==> config.mk <==
export PLATFORM = sky130hd
export DESIGN_NAME = revcomp_stream
export DESIGN_NICKNAME = d
export VERILOG_FILES = /design/src/rtl/dna_pkg.sv /design/src/rtl/revcomp_buf.sv /design/src/rtl/revcomp_stream.sv
export SDC_FILE = /design/constraint.sdc
export NUM_CORES = 1
export LEC_CHECK = 0
export ABC_AREA = 1
export CORE_UTILIZATION = 56
export CTS_BUF_LIST = sky130_fd_sc_hd__clkbuf_8
export CTS_CLUSTER_SIZE = 24
export DETAILED_ROUTE_END_ITERATION = 10
export DONT_BUFFER_PORTS = 1
export GPL_TIMING_DRIVEN = 0
export PLACE_DENSITY = 0.81
export SLEW_MARGIN = 20
export SYNTH_ARGS = -nofsm -noshare
export SYNTH_HDL_FRONTEND = slang
export SYNTH_SLANG_ARGS = --single-unit
==> constraint.sdc <==
create_clock -name clk -period 1.3 [get_ports clk]
set_clock_uncertainty 0.05 [all_clocks]
set_input_delay 0.26 -clock clk [delete_from_list [all_inputs] [get_ports clk]]
set_output_delay 0.26 -clock clk [all_outputs]
set_load 0.02 [all_outputs]
==> src/rtl/dna_pkg.sv <==
// rtl/dna_pkg.sv - shared digit type, complement map and sequencer states
package dna_pkg;

    typedef logic [1:0] digit_t;

    localparam digit_t D_0 = 2'b00;
    localparam digit_t D_1 = 2'b01;
    localparam digit_t D_2 = 2'b10;
    localparam digit_t D_3 = 2'b11;

    typedef enum logic {
        FILL,
        DRAIN
    } state_t;

    function automatic digit_t comp_digit(input digit_t d);
        case (d)
            D_0:     return D_1;
            D_1:     return D_0;
            D_2:     return D_3;
            default: return D_2;
        endcase
    endfunction

endpackage

==> src/rtl/revcomp_buf.sv <==
// rtl/revcomp_buf.sv - word buffer with one write port and a combinational read port
module revcomp_buf
    import dna_pkg::*;
#(
    parameter int DEPTH = 4,
    parameter int IDX_W = 2
) (
    input  logic             clk,
    input  logic             wr_en,
    input  logic [IDX_W-1:0] wr_idx,
    input  logic [1:0]       wr_data,
    input  logic [IDX_W-1:0] rd_idx,
    output logic [1:0]       rd_data
);

    // Contents are never reset: every entry is written before it is read.
    digit_t mem [DEPTH];

    always_ff @(posedge clk) begin
        if (wr_en) begin
            mem[wr_idx] <= wr_data;
        end
    end

    assign rd_data = mem[rd_idx];

endmodule

==> src/rtl/revcomp_stream.sv <==
// rtl/revcomp_stream.sv - collects a word of digits, then emits it reversed and complemented
module revcomp_stream
    import dna_pkg::*;
#(
    parameter int WORD_DIGITS = 4,
    parameter int CNT_W       = $clog2(WORD_DIGITS + 1)
) (
    input  logic             clk,
    input  logic             rst,
    input  logic             in_valid,
    output logic             in_ready,
    input  logic [1:0]       in_digit,
    input  logic             in_last,
    output logic             out_valid,
    input  logic             out_ready,
    output logic [1:0]       out_digit,
    output logic             out_last,
    output logic             out_eos,
    output logic [CNT_W-1:0] word_len,
    output logic             busy
);

    localparam int               IDX_W    = (WORD_DIGITS > 1) ? $clog2(WORD_DIGITS) : 1;
    localparam logic [CNT_W-1:0] LAST_IDX = CNT_W'(WORD_DIGITS - 1);

    state_t           state;
    state_t           state_nxt;
    logic [CNT_W-1:0] fill_cnt;
    logic [CNT_W-1:0] rd_idx;
    logic             eos_flag;
    logic             accept;
    logic             word_done;
    logic             out_fire;
    digit_t           rd_data;

    assign accept    = in_valid && in_ready;
    assign word_done = (fill_cnt == LAST_IDX) || in_last;
    assign out_fire  = out_valid && out_ready;

    always_ff @(posedge clk or posedge rst) begin
        if (rst) begin
            state <= FILL;
        end else begin
            state <= state_nxt;
        end
    end

    always_comb begin
        state_nxt = state;
        in_ready  = 1'b0;
        out_valid = 1'b0;
        case (state)
            FILL: begin
                in_ready = !rst;
                if (in_valid && word_done) begin
                    state_nxt = DRAIN;
                end
            end
            DRAIN: begin
                out_valid = 1'b1;
                if (out_ready && (rd_idx == '0)) begin
                    state_nxt = FILL;
                end
            end
            default: state_nxt = FILL;
        endcase
    end

    // Closing a word hands the fill position over as the drain start, so draining walks back to 0.
    always_ff @(posedge clk or posedge rst) begin
        if (rst) begin
            fill_cnt <= '0;
            rd_idx   <= '0;
            eos_flag <= 1'b0;
            word_len <= '0;
        end else begin
            if (accept) begin
                if (word_done) begin
                    word_len <= fill_cnt + CNT_W'(1);
                    rd_idx   <= fill_cnt;
                    eos_flag <= in_last;
                    fill_cnt <= '0;
                end else begin
                    fill_cnt <= fill_cnt + CNT_W'(1);
                end
            end
            if (out_fire) begin
                if (rd_idx == '0) begin
                    eos_flag <= 1'b0;
                end else begin
                    rd_idx <= rd_idx - CNT_W'(1);
                end
            end
        end
    end

    revcomp_buf #(
        .DEPTH (WORD_DIGITS),
        .IDX_W (IDX_W)
    ) u_buf (
        .clk     (clk),
        .wr_en   (accept),
        .wr_idx  (fill_cnt[IDX_W-1:0]),
        .wr_data (in_digit),
        .rd_idx  (rd_idx[IDX_W-1:0]),
        .rd_data (rd_data)
    );

    assign out_digit = comp_digit(rd_data);
    assign out_last  = out_valid && (rd_idx == '0);
    assign out_eos   = out_last && eos_flag;
    assign busy      = (state == DRAIN) || (fill_cnt != '0);

endmodule

==> impl_results.md <==
* Status: finished with violations
* Failing checks: design-rule violations, negative setup slack
* Drt pass-1 iters at 7
* PortBufs at 0
* GPL Wtd Cong at 0.794
* Multi-input gate area at 616 um^2
* Clock buffer depth at 2
* Power Total at 0.00335 W
* Data required time of the worst path at 990 ps
* Placed cell areas at 1050 um^2
* Final setup fails at 25
* Io pins at 17
* CP Launch Type: flip-flop
* Post-route ant nets at 0
* H-tree depth at 1
* Hold path start: in_digit[0]
* Min Hold Slack at 38.8 ps
* Max Transition Viols Final at 0
* DR WL/cell at 20.5 um
* CTS buffer count at 3
* Actual slew at the worst max-slew pin at 425 ps
* Place WS at -120 ps
* Core outline area at 1560 um^2
* Setup crit end kind: output pin
* DR vias at 881
* Largest net degree at the start of global routing at 12
* RSZ-0062 raised after global routing: yes
* Register area share after synthesis at 0.536
* DR DRC count at 2
* Lkg Pwr at 0.625 nW
* Max-slew headroom at 0.717
* First-pass GRT wire length at 3940 um
* CP Max Fanout at 4
* Fin nets at 143
* Minimum clock period after layout at 1640 ps
* GR Overflow Total at 0
* FP Rows at 14
* Die Wd at 43.5 um
* Syn nets at 116
* Synth unique cells at 21
* DIE AREA at 1890 um^2
* Fin. Hold Viols at 0
* Warnings, synthesis at 0
* Final WS setup at -336 ps
* Post-detail-place hpwl at 1220 um
* FF/Latch Area at 517 um^2
* Syn_area_per_cell at 9.43 um^2
* DRT iter0 DRCs at 39
* Final setup TNS at -4800 ps
* Gate Count Post-Synth at 102
* Via/cell ratio at 6.12
* Max-Cap Viols at 0
* FF+latch count, synth at 19
* Post-route cell area at 1460 um^2
* Mapped Area at 962 um^2
* Reg clk slew, reported paths at 80 ps
* HP Class: in -> reg
* Clk sinks at 19
* Worst vdd ir at 1.56 mV
* Layout cell share with drive strength beyond 1 at 0.539
* Kind of critical path: reg -> out
* Area delta synth->final at 52.0%
* FMAX at 0.611 GHz
* Worst R2R Start: rd_idx[1]
* Crit path DAT at 1330 ps
* Crit path launch: rd_idx[1]
* Hold depth at 0
* Starting Density at 0.617
* CTS tree: built
* Die Height at 43.5 um
* Total Wirelength at 2950 um
* Number of global-route vias before repair at 813
* PD cells at 2290 nW/um^2
* Final Cycle Share at 1.26
* Filler cells at 42
* Tot GR Track Use at 0.298
* Initial antenna violation count at 0
* Clock root buffer: clkbuf_8
* R2R cell count at 8
* Antenna cells at 0
* Clk_lat worst skew at 260 ps
-- sequential cells by signal (all words and copies together), names as in the netlist --
register	count
word_len	3
eos_flag	1
rd_idx	3
fill_cnt	3
state	1
u_buf.mem	8
-- what timing repair did --
item	CTS	global route
buffers inserted	14	7
gates resized for setup	30	25
hold buffers	1	0
hold endpoints to repair	11	0
setup endpoints to repair	23	25
pin swaps	9	8
-- layer usage --
layer | share of wire | wire length (um) | vias up | global-route usage
met4 | 0.045 | 133 | 0 | 0.150
met3 | 0.060 | 176 | 20 | 0.0792
met5 | 0 | 0 | - | 0
met1 | 0.37 | 1090 | 423 | 0.367
met2 | 0.53 | 1550 | 48 | 0.485
li1 | - | - | 390 | -
-- power by group --
group	total [W]	internal, W	switching, W
clock network	0.000416	0.000213	0.000203
logic	0.00193	0.000853	0.00107
registers	0.00101	0.000787	0.000219
total	0.00335	0.00185	0.00149
-- logic make-up (layout without fill, tap and decap cells) --
family                   after synthesis  count (layout)  share of synthesized area
adder cells (fa/ha/maj)                7               7                     0.0910
flip-flops                            19              19                      0.536
buffers and inverters                 17              43                     0.0663
AO/OA/AOI/OAI                         13              13                     0.0793
AND/OR/NAND/NOR                       45              45                      0.218
XOR/XNOR                               1               1                    0.00910
-- Yosys cell counts --
cell,number,area [um^2]
nor3b_1,1,7.51
dfrtp_1,11,275
nand4_1,3,18.8
nand3_2,1,10.0
o21ai_0,7,35.0
or2_0,1,6.26
nand2_1,19,71.3
a21oi_1,2,10.0
nor2_4,1,11.3
o22a_1,1,8.76
nand3_1,7,35.0
inv_1,15,56.3
nand2_2,2,12.5
ha_1,7,87.6
o31ai_1,1,7.51
edfxtp_1,8,240
nor2_1,10,37.5
o22ai_1,1,6.26
xor2_1,1,8.76
inv_2,2,7.51
a21oi_2,1,8.76
-- cell usage in the layout, fill, tap and decap left out, types with 3 or more instances in the layout --
cell type	synthesis	routed
nor2_4	1	6
ha_1	7	3
buf_6	0	4
nand2_4	0	5
nor2_2	0	3
o21ai_1	0	5
a21oi_2	1	3
ha_4	0	3
nand4_1	3	3
inv_1	15	8
edfxtp_1	8	8
dfrtp_1	11	10
clkbuf_8	0	3
buf_4	0	17
inv_2	2	6
nand2_1	19	13
nand3_4	0	3
nand3_1	7	3
-- area by class of cell --
cell class,instances,share of cell area
Multi-Input combinational cell,66,0.421
Sequential cell,19,0.353
Timing Repair Buffer,22,0.125
Inverter,17,0.0556
Clock buffer,3,0.0282
Tap cell,16,0.0137
Clock inverter,1,0.00342
-- stage by stage --
step | utilization | instances
4_1_cts | 0.843 | 137
3_3_place_gp | 0.673 | 118
3_5_place_dp | 0.673 | 118
5_1_grt | 0.938 | 144
2_1_floorplan | - | 102
6_report | 0.938 | 144
-- path summary, 6_finish.rpt --
| kind | slack (ps) | endpoint |
|---|---|---|
| max in group asynchronous | 500 | state |
| min reg2reg | 500 | fill_cnt[2] |
| min | 40 | u_buf.mem[0][0] |
| max | -340 | out_eos |
| max reg2reg | -270 | rd_idx[1] |
| min in group asynchronous | 390 | eos_flag |
-- critical path, cell delays in order (launching register included) --
cell,delay (ps)
dfrtp_1,410
inv_2,110
ha_4,160
nand2_4,70
nor3b_4,310
No activity file was read; power rests on OpenSTA's default activity.
